==> src/rtl/bip_mc_pkg.sv <==
// Shared types for the BIP multicycle core: opcode encoding and FSM states.
package bip_mc_pkg;

    localparam int unsigned OPCODE_WIDTH = 5;

    typedef enum logic [OPCODE_WIDTH-1:0] {
        OP_HLT  = 5'b00000,
        OP_STO  = 5'b00001,
        OP_LD   = 5'b00010,
        OP_LDI  = 5'b00011,
        OP_ADD  = 5'b00100,
        OP_ADDI = 5'b00101,
        OP_SUB  = 5'b00110,
        OP_SUBI = 5'b00111,
        OP_BEQ  = 5'b01000,
        OP_BNE  = 5'b01001,
        OP_BGT  = 5'b01010,
        OP_BGE  = 5'b01011,
        OP_BLT  = 5'b01100,
        OP_BLE  = 5'b01101,
        OP_JMP  = 5'b01110,
        OP_CALL = 5'b01111,
        OP_RET  = 5'b10000
    } opcode_t;

    typedef enum logic [1:0] {
        ST_FETCH,
        ST_EXEC,
        ST_MEM,
        ST_HALT
    } state_t;

endpackage

==> src/rtl/bip_mc_return_stack.sv <==
// Return-address LIFO for CALL/RET; callers must not push when full or pop when empty.
module bip_mc_return_stack #(
    parameter int unsigned DEPTH = 4,
    parameter int unsigned WIDTH = 11
) (
    input  logic             clk_in,
    input  logic             rst_in,
    input  logic             push_in,
    input  logic             pop_in,
    input  logic [WIDTH-1:0] data_in,
    output logic [WIDTH-1:0] data_out,
    output logic             full_out,
    output logic             empty_out
);

    localparam int unsigned IW = $clog2(DEPTH);
    localparam int unsigned PW = IW + 1;

    logic [WIDTH-1:0] mem_q [DEPTH];
    logic [WIDTH-1:0] mem_d [DEPTH];
    logic [PW-1:0]    sp_q, sp_d;
    logic [PW-1:0]    top;

    assign top       = sp_q - 1'b1;
    assign data_out  = mem_q[top[IW-1:0]];
    assign full_out  = (sp_q == PW'(DEPTH));
    assign empty_out = (sp_q == '0);

    always_comb begin
        mem_d = mem_q;
        sp_d  = sp_q;
        if (push_in) begin
            mem_d[sp_q[IW-1:0]] = data_in;
            sp_d = sp_q + 1'b1;
        end else if (pop_in) begin
            sp_d = sp_q - 1'b1;
        end
    end

    always_ff @(posedge clk_in) begin
        if (rst_in) begin
            sp_q  <= '0;
            mem_q <= '{default: '0};
        end else begin
            sp_q  <= sp_d;
            mem_q <= mem_d;
        end
    end

endmodule

==> src/rtl/bip_mc_core.sv <==
// Multicycle BIP core: FETCH/EXEC/MEM/HALT FSM with req/ack memories and a return stack.
module bip_mc_core
    import bip_mc_pkg::*;
#(
    parameter int unsigned OPERAND_ADDRESS_WIDTH  = 11,
    parameter int unsigned INSTRUCTION_DATA_WIDTH = 16,
    parameter int unsigned STACK_DEPTH            = 4
) (
    input  logic                              clock_in,
    input  logic                              reset_in,
    output logic                              instruction_req_out,
    input  logic                              instruction_ack_in,
    output logic [OPERAND_ADDRESS_WIDTH-1:0]  instruction_address_out,
    input  logic [INSTRUCTION_DATA_WIDTH-1:0] instruction_in,
    output logic                              data_req_out,
    input  logic                              data_ack_in,
    output logic                              data_memory_wr_out,
    output logic [OPERAND_ADDRESS_WIDTH-1:0]  data_address_out,
    output logic [INSTRUCTION_DATA_WIDTH-1:0] data_out,
    input  logic [INSTRUCTION_DATA_WIDTH-1:0] data_in,
    output logic                              halted_out,
    output logic                              stack_error_out
);

    localparam int unsigned AW = OPERAND_ADDRESS_WIDTH;
    localparam int unsigned DW = INSTRUCTION_DATA_WIDTH;

    state_t          state_q, state_d;
    logic [AW-1:0]   pc_q, pc_d;
    logic [DW-1:0]   acc_q, acc_d;
    logic [DW-1:0]   ir_q, ir_d;
    logic            z_q, z_d;
    logic            n_q, n_d;
    logic            err_q, err_d;

    opcode_t         opcode;
    logic [AW-1:0]   operand;
    logic [AW-1:0]   pc_inc;
    logic [AW-1:0]   ret_addr;
    logic [DW-1:0]   imm;
    logic [DW-1:0]   result;
    logic            acc_we;
    logic            taken;
    logic            push, pop, full, empty;

    assign opcode  = opcode_t'(ir_q[DW-1 -: OPCODE_WIDTH]);
    assign operand = ir_q[AW-1:0];
    assign imm     = {{(DW-AW){operand[AW-1]}}, operand};
    assign pc_inc  = pc_q + 1'b1;

    assign instruction_req_out     = (state_q == ST_FETCH);
    assign instruction_address_out = pc_q;
    assign data_req_out            = (state_q == ST_MEM);
    assign data_memory_wr_out      = (state_q == ST_MEM) && (opcode == OP_STO);
    assign data_address_out        = operand;
    assign data_out                = acc_q;
    assign halted_out              = (state_q == ST_HALT);
    assign stack_error_out         = err_q;

    always_comb begin
        taken = 1'b0;
        case (opcode)
            OP_BEQ:  taken = z_q;
            OP_BNE:  taken = !z_q;
            OP_BGT:  taken = !z_q && !n_q;
            OP_BGE:  taken = !n_q;
            OP_BLT:  taken = n_q;
            OP_BLE:  taken = n_q || z_q;
            OP_JMP:  taken = 1'b1;
            default: taken = 1'b0;
        endcase
    end

    always_comb begin
        state_d = state_q;
        pc_d    = pc_q;
        ir_d    = ir_q;
        err_d   = err_q;
        acc_we  = 1'b0;
        result  = acc_q;
        push    = 1'b0;
        pop     = 1'b0;
        case (state_q)
            ST_FETCH: begin
                if (instruction_ack_in) begin
                    ir_d    = instruction_in;
                    state_d = ST_EXEC;
                end
            end
            ST_EXEC: begin
                state_d = ST_FETCH;
                pc_d    = pc_inc;
                case (opcode)
                    OP_HLT: begin
                        pc_d    = pc_q;
                        state_d = ST_HALT;
                    end
                    OP_STO, OP_LD, OP_ADD, OP_SUB: begin
                        pc_d    = pc_q;
                        state_d = ST_MEM;
                    end
                    OP_LDI:  begin acc_we = 1'b1; result = imm;         end
                    OP_ADDI: begin acc_we = 1'b1; result = acc_q + imm; end
                    OP_SUBI: begin acc_we = 1'b1; result = acc_q - imm; end
                    OP_BEQ, OP_BNE, OP_BGT, OP_BGE, OP_BLT, OP_BLE, OP_JMP: begin
                        if (taken) pc_d = operand;
                    end
                    // Overflowing CALL still jumps; only the push is dropped.
                    OP_CALL: begin
                        if (full) err_d = 1'b1;
                        else      push  = 1'b1;
                        pc_d = operand;
                    end
                    OP_RET: begin
                        if (empty) begin
                            err_d = 1'b1;
                        end else begin
                            pop  = 1'b1;
                            pc_d = ret_addr;
                        end
                    end
                    default: ;
                endcase
            end
            ST_MEM: begin
                if (data_ack_in) begin
                    pc_d    = pc_inc;
                    state_d = ST_FETCH;
                    case (opcode)
                        OP_LD:  begin acc_we = 1'b1; result = data_in;         end
                        OP_ADD: begin acc_we = 1'b1; result = acc_q + data_in; end
                        OP_SUB: begin acc_we = 1'b1; result = acc_q - data_in; end
                        default: ;
                    endcase
                end
            end
            ST_HALT: ;
        endcase

        acc_d = acc_we ? result : acc_q;
        z_d   = acc_we ? (result == '0) : z_q;
        n_d   = acc_we ? result[DW-1] : n_q;
    end

    always_ff @(posedge clock_in) begin
        if (reset_in) begin
            state_q <= ST_FETCH;
            pc_q    <= '0;
            acc_q   <= '0;
            ir_q    <= '0;
            z_q     <= 1'b0;
            n_q     <= 1'b0;
            err_q   <= 1'b0;
        end else begin
            state_q <= state_d;
            pc_q    <= pc_d;
            acc_q   <= acc_d;
            ir_q    <= ir_d;
            z_q     <= z_d;
            n_q     <= n_d;
            err_q   <= err_d;
        end
    end

    bip_mc_return_stack #(
        .DEPTH (STACK_DEPTH),
        .WIDTH (AW)
    ) u_return_stack (
        .clk_in    (clock_in),
        .rst_in    (reset_in),
        .push_in   (push),
        .pop_in    (pop),
        .data_in   (pc_inc),
        .data_out  (ret_addr),
        .full_out  (full),
        .empty_out (empty)
    );

endmodule

==> config.mk <==
export PLATFORM = sky130hd
export DESIGN_NAME = bip_mc_core
export DESIGN_NICKNAME = d
export VERILOG_FILES = /design/src/rtl/bip_mc_pkg.sv /design/src/rtl/bip_mc_return_stack.sv /design/src/rtl/bip_mc_core.sv
export SDC_FILE = /design/constraint.sdc
export NUM_CORES = 1
export LEC_CHECK = 0
export ABC_AREA = 1
export CORE_ASPECT_RATIO = 1.2
export CORE_MARGIN = 10
export CORE_UTILIZATION = 24
export CTS_BUF_LIST = sky130_fd_sc_hd__clkbuf_16
export DETAILED_ROUTE_END_ITERATION = 12
export HOLD_SLACK_MARGIN = 0.06
export PLACE_DENSITY = 0.49
export SLEW_MARGIN = 15
export SYNTH_ARGS = -nofsm -noshare
export SYNTH_HDL_FRONTEND = slang
export SYNTH_SLANG_ARGS = --single-unit
==> constraint.sdc <==
create_clock -name clock_in -period 4.45 [get_ports clock_in]
set_input_delay 0.445 -clock clock_in [delete_from_list [all_inputs] [get_ports clock_in]]
set_output_delay 0.445 -clock clock_in [all_outputs]
set_load 0.05 [all_outputs]
Word level (Yosys, flattened, before mapping)

Cells that the tools add are included.

Bits in read-only memories: 0
Memory bits (writable): 0
Bits in registers: 95
Input bits: 36
Memories: 0
Output and inout bits: 43
Word-level logic and storage cells: 107
Latch bits: 0

$lt $le $gt $ge: 3
Reductions and logical operators: 23
Eq/ne operators: 25
Multiply operators: 0
Bitwise gates (word level): 2
Shifts and indexed selects: 0
Div/mod/pow operators: 0
Muxes and demuxes: 35
$add $sub $neg: 7

Operators with widths:

| cell                                                     | number |
|---|---|
| one-hot mux 16 bit (3 select lines)                      | 2 |
| 2-to-1 mux 11 bit                                        | 6 |
| bitwise mux 44 bit                                       | 1 |
| one-hot mux 11 bit (4 select lines)                      | 1 |
| equality test 5 x 4 -> 1 bit, second input constant      | 8 |
| adder 16 bit                                             | 2 |
| one-hot mux 16 bit (2 select lines)                      | 1 |
| subtractor 16 bit                                        | 2 |
| binary-select mux 11 bit (select 2 bit)                  | 1 |
| demux 11 bit (select 2 bit)                              | 1 |
| one-hot mux 11 bit (2 select lines)                      | 1 |
| equality test 5 x 3 -> 1 bit, second input constant      | 4 |
| zero test 16 bit                                         | 1 |
| 2-to-1 mux 16 bit                                        | 1 |
| adder 11 x 1 -> 11 bit, second input constant            | 1 |
| 2-to-1 mux 1 bit                                         | 11 |
| equality test 5 x 2 -> 1 bit, second input constant      | 2 |
| one-hot mux 1 bit (7 select lines)                       | 1 |
| OR reduction 7 bit                                       | 1 |
| greater-or-equal comparator 3 bit, second input constant | 2 |
| 2-to-1 mux 3 bit                                         | 2 |
| != test 2 bit, second input constant                     | 3 |
| NOT 2 -> 3 bit                                           | 2 |
| one-hot mux 2 bit (3 select lines)                       | 1 |
| 26 further kinds                                         | 37 |

Logic depth before layout (Yosys ltp)

Depth after elaboration: 8
Depth in mapped cells: 29
Mapped depth without buffers: 29

By module

Synthesis repeated with hierarchy kept, for this count alone.

Cell total of the unflattened synthesis: 1322
Area, all modules: 7892.6 µm²

By module, submodules not included:

| module              | times used | cells an instance | seq. area each (µm²) | area an instance (µm²) |
|---|---|---|---|---|
| bip_mc_core         | 1          | 1018              | 940.9                | 5724.2 |
| bip_mc_return_stack | 1          | 304               | 940.9                | 2168.3 |

Worst setup path after synthesis

OpenSTA, ideal clock, no wires.

Path kind: input port to flip-flop
Start: input port data_in[1]
End: register z_q
Path buffers: 0
Stages: 23
Data required time: 4.383 ns
Slack: 1.227 ns
Setup time: 0.067 ns
Data arrival time: 3.156 ns
Cells stage by stage: inv_1 > ha_1 > inv_1 > nor3_1 > nand4_1 > o31ai_1 > nand2_1 > xor2_1 > inv_1 > ha_1 > a21oi_1 > o21ai_0 > a21oi_1 > nand3b_1 > nand3_1 > nand2_1 > nand2_1 > nand2_1 > a21boi_0 > nand2_1 > nor2_1 > nand2_1 > a21oi_2

Word-level cells in the longest chain between the ends: 5
Elaborated cells between the ends (all ways): 6
Those cells by class: 2 x add/sub; 3 x mux; 1 x reduce/logical

Ends and longest elaborated chain:

| item                                                     | line                                   | RTL |
|---|---|---|
| start: declaration                                       | bip_mc_core.sv:20                      | `input logic [INSTRUCTION_DATA_WIDTH-1:0] data_in,` |
| subtractor 16 bit / adder 16 bit (equally long branches) | bip_mc_core.sv:132, bip_mc_core.sv:131 |  |
| one-hot mux 16 bit (3 select lines) *                    | bip_mc_core.sv:129                     | `case (opcode)` |
| 2-to-1 mux 16 bit *                                      | bip_mc_core.sv:126                     | `if (data_ack_in) begin` |
| one-hot mux 16 bit (2 select lines) *                    | bip_mc_core.sv:83                      | `case (state_q)` |
| zero test 16 bit *                                       | bip_mc_core.sv:141                     | `z_d = acc_we ? (result == '0) : z_q;` |
| end signal: assignment                                   | bip_mc_core.sv:159                     | `z_q <= z_d;` |
| end: declaration                                         | bip_mc_core.sv:32                      | `logic z_q, z_d;` |

Mark *: on every way between the ends. The rest lies on a longest branch, timed or not.
A chain may end at the register's enable or synchronous reset.

Worst setup path after layout

Start: register ir_q[12]
End: register z_q

Word-level cells in the longest chain between the ends: 5
Elaborated cells between the ends (all ways): 17
Those cells by class: 6 x eq/ne; 8 x mux; 3 x reduce/logical

Ends and longest elaborated chain:

| item                                                                                | line                                   | RTL |
|---|---|---|
| start: declaration                                                                  | bip_mc_core.sv:31                      | `logic [DW-1:0] ir_q, ir_d;` |
| start signal: assignment                                                            | bip_mc_core.sv:158                     | `ir_q <= ir_d;` |
| equality test 5 x 3 -> 1 bit / equality test 5 x 2 -> 1 bit (equally long branches) | bip_mc_core.sv:129                     |  |
| one-hot mux 16 bit (3 select lines) / OR reduction 3 bit (equally long branches)    | -                                      |  |
| 2-to-1 mux 16 bit / 2-to-1 mux 1 bit (equally long branches)                        | bip_mc_core.sv:126, bip_mc_core.sv:129 |  |
| one-hot mux 16 bit (2 select lines) / 2-to-1 mux 1 bit (equally long branches)      | bip_mc_core.sv:83, bip_mc_core.sv:126  |  |
| zero test 16 bit / one-hot mux 1 bit (2 select lines) (equally long branches)       | bip_mc_core.sv:141, bip_mc_core.sv:83  |  |

Parallel ways exist; a longest one is shown, timed or not.

==> results.md <==
* Number of global-route vias before repair at 7995
* Initial cell density of the core at 0.244
* Boundary pin count at 79
* Power per Cell Area at 455 nW/um^2
* Final-layout setup total negative slack at 0 ns
* Hold Violations, Final at 0
* Required time at the endpoint of the critical path at 4.74 ns
* Utilization after layout at 0.289
* Dominant cells by area after synthesis: sky130_fd_sc_hd__dfxtp_1, sky130_fd_sc_hd__nand2_1, sky130_fd_sc_hd__inv_1
* Number of clock sinks at 94
* Routability congestion estimate from global placement at 0.865
* Max Buffers Root-to-Sink at 2
* Maximum net fanout on the critical path at 9
* Switching Power at 2.11 mW
* Antenna violations before repair at 0
* Clock network latency to the later pin of the worst-skew pair at 0.36 ns
* Leak at 4.23 nW
* Share of Yosys cell area claimed by the top area cell type at 0.245
* Maximum VDD drop at 0.435 mV
* Sequential fraction of design power at 0.259
* Async S/R FF share, synth at 0
* Layout overhead on the synthesized area at 18.6%
* DR vias at 8219
* Worst Setup Slack post-DPL at 0.314 ns
* Final #Nets at 1393
* Run status: completed
* Most used DFF post-synth: sky130_fd_sc_hd__dfxtp_1
* Clock slew at reported path FFs at 0.08 ns
* # setup viols final at 0
* Synthesized area divided by synthesized cell count at 6.10 sq um
* Peak clock frequency supported by timing at 258 MHz
* First drt pass iteration count at 5
* Final period utilization at 0.872
* Die Y-Extent at 216 microns
* Beginning of the worst register-to-register path: ir_q[12]$_SDFFE_PP0P_
* R2r setup slk at 0.57 ns
* Cell type with the largest total area after synthesis: sky130_fd_sc_hd__dfxtp_1
* Portion of total power attributed to the clock network at 0.187
* WL final at 28400 microns
* Number of distinct library cells after synthesis at 47
* Internal cell power at 2.04 mW
* Most frequent cells in the layout: sky130_fd_sc_hd__nand2_1, sky130_fd_sc_hd__inv_1, sky130_fd_sc_hd__a21oi_1
* Classification of the worst setup path: reg2reg
* Worst Max-Slew Pin Slew at 0.771 ns
* CTS H-tree depth at 3
* Number of diodes at 0
* CTS tree: done
* Sort of element at the end of the critical path: register
* Pin count of the biggest net entering global routing at 37
* Number of input and output port buffers inserted at 78
* Number of flops mapped to enable cells by yosys at 0
* Minimum setup slack in the final design at 0.570 ns
* Post-detailed-route count of antenna-violating nets at 0
* Switching fraction of total power at 0.508
* Endpoint with the worst hold slack: u_return_stack.mem_q[11]$_SDFFE_PP0P_
* Number of resized instances in the post-cts repair step at 0
* Number of CTS-inserted buffers at 9
* Max-cap check violation count at 0
* Setup repair after global routing missed its margin: false
* Placeable core area at 31500 sq um
* Layout cells sized above 1 at 0.0456
* Detailed-route wire length per cell at 16.5 microns
* Synthesized Nets at 1343
* Die W at 183 microns
* Sequential element share of the synthesized area at 0.245
* Post-Syn Instances at 1262
* Flops & latches, synth at 94
* Number of violations reported at the end of detailed-routing iteration 0 at 568
* Grt ovf at 0
* Final HPWL from detailed placement at 22200 microns
* Setup skew after layout at 0.0101 ns
* Launching element type of the critical path: register
* Data arrival time at the worst-slack endpoint at 4.17 ns
* Destination of the worst register-to-register timing path: z_q$_SDFFE_PP0P_
* First-pass GRT wire length at 44300 microns
* Worst rel slew slack at 0.485
* Fraction of power consumed by combinational cells at 0.554
* Hold Crit Class: reg2reg
* CTS Hold Bufs at 0
* Number of warnings reported in the yosys synthesis log at 0
* Die footprint at 39600 sq um
* Buffer type at the clock tree root: sky130_fd_sc_hd__clkbuf_16
* Count of buffers added by post-CTS timing repair for setup at 0
* Number of pins exceeding their max-slew limit in the final report at 0
* Leading cell type in the layout, fill and taps excluded: sky130_fd_sc_hd__nand2_1
* Worst reg2reg path depth at 22
* Number of vias per cell at 4.78
* Final Critical Period at 3.88 ns
* Residual DRC at 0
* Mapped Area at 7690 sq um
* Worst hold path depth at 2
* Total global routing track utilization at 0.141
* Hold Startpoint: u_return_stack.mem_q[11]$_SDFFE_PP0P_
* Number of standard-cell rows in the floorplan at 71
## flip-flops by register name, summed over array words and instances, names as in the netlist
name / cells
data_out: 16
instruction_address_out: 11
ir_q: 16
stack_error_out: 1
state_q: 2
u_return_stack.mem_q: 44
u_return_stack.sp_q: 3
z_q: 1
## cells in the mapped netlist, drive strengths merged, types with 2 or more instances
library cell / number
a21boi: 6
xnor2: 7
a21oi: 113
nand2: 350
a221oi: 6
a211oi: 5
nor3: 17
nor4: 2
nand3b: 12
dfxtp: 94
o21ai: 111
a31oi: 4
o2bb2ai: 2
ha: 43
o22ai: 7
inv: 172
a22o: 2
nand4: 10
a32o: 2
o221ai: 3
a22oi: 8
fa: 2
buf: 20
o211ai: 12
nand3: 70
xor2: 27
clkbuf: 34
nor2: 113
## cells by family after synthesis
logic type      share of synthesized area
flops                               0.245
fa+ha+maj                          0.0751
buf+inv                             0.118
simple gates                        0.314
xor+xnor                           0.0387
compound gates                      0.210
## worst max path at each step
stage	start	endpoint	slack [ns]
after floorplan	data_in[1]	z_q$_SDFFE_PP0P_	1.23
after global placement	data_in[0]	z_q$_SDFFE_PP0P_	0.39
after global routing	ir_q[1]$_SDFFE_PP0P_	z_q$_SDFFE_PP0P_	0.08
after detailed placement	data_in[0]	z_q$_SDFFE_PP0P_	0.31
after CTS	ir_q[1]$_SDFFE_PP0P_	z_q$_SDFFE_PP0P_	0.48
final	ir_q[12]$_SDFFE_PP0P_	z_q$_SDFFE_PP0P_	0.57
## power groups by stage
stage	clock network, mW	registers (mW)	logic [mW]
2_1_floorplan	0	1.17	1.53
3_3_place_gp	0	1.10	2.28
3_5_place_dp	0	1.10	2.29
4_1_cts	0.796	1.08	2.30
5_1_grt	0.824	1.09	2.56
6_report	0.775	1.08	2.30
## critical path, cell delays in order, from the launching register on
cell                       delay, ns
sky130_fd_sc_hd__dfxtp_1        0.51
sky130_fd_sc_hd__inv_2          0.11
sky130_fd_sc_hd__nor3_1         0.38
sky130_fd_sc_hd__nand2_1        0.23
sky130_fd_sc_hd__buf_4          0.23
sky130_fd_sc_hd__o21ai_0        0.09
sky130_fd_sc_hd__xor2_1         0.17
sky130_fd_sc_hd__inv_1          0.07
sky130_fd_sc_hd__ha_1           0.35
sky130_fd_sc_hd__nand2_1        0.13
sky130_fd_sc_hd__nor2_1         0.23
sky130_fd_sc_hd__nand3_1        0.10
sky130_fd_sc_hd__nand3_1        0.13
sky130_fd_sc_hd__nand2_1        0.07
sky130_fd_sc_hd__nand2_1        0.05
sky130_fd_sc_hd__o21ai_0        0.09
sky130_fd_sc_hd__nand2_1        0.09
sky130_fd_sc_hd__nand2_1        0.06
sky130_fd_sc_hd__a21boi_0       0.28
sky130_fd_sc_hd__nand3_1        0.11
sky130_fd_sc_hd__nor2_1         0.12
sky130_fd_sc_hd__nand2_1        0.07
sky130_fd_sc_hd__a21oi_2        0.11
## per-stage QoR
| stage | hold WS, ns | total power, mW | cells | cell area (sq um) |
|---|---|---|---|---|
| after CTS | 0.460 | 4.18 | 1718 | 9120 |
| after detailed placement | 0.449 | 3.39 | 1702 | 8830 |
| after global placement | 0.447 | 3.38 | 1702 | 8830 |
| final | 0.460 | 4.15 | 1718 | 9120 |
| after floorplan | 0.424 | 2.70 | 1262 | 7690 |
| after global routing | 0.479 | 4.48 | 1718 | 9120 |
## area by class of cell
type	instances	area [sq um]
timing repair buffer	93	893
fill	3527	22400
sequential	94	1880
inverter	173	649
tap	401	502
multi-input combinational	941	4910
clock buffer	9	225
clock inverter	7	61.3
## routing by layer
metal  vias to the layer above  GRT usage  wire length (microns)
met1                      3743      0.164                  12000
met5                         -          0                      0
met2                       214      0.258                  14300
met4                         0     0.0399                    688
met3                        36     0.0251                   1370
li1                       4226          -                      -
(Power assumes the default switching activity.)
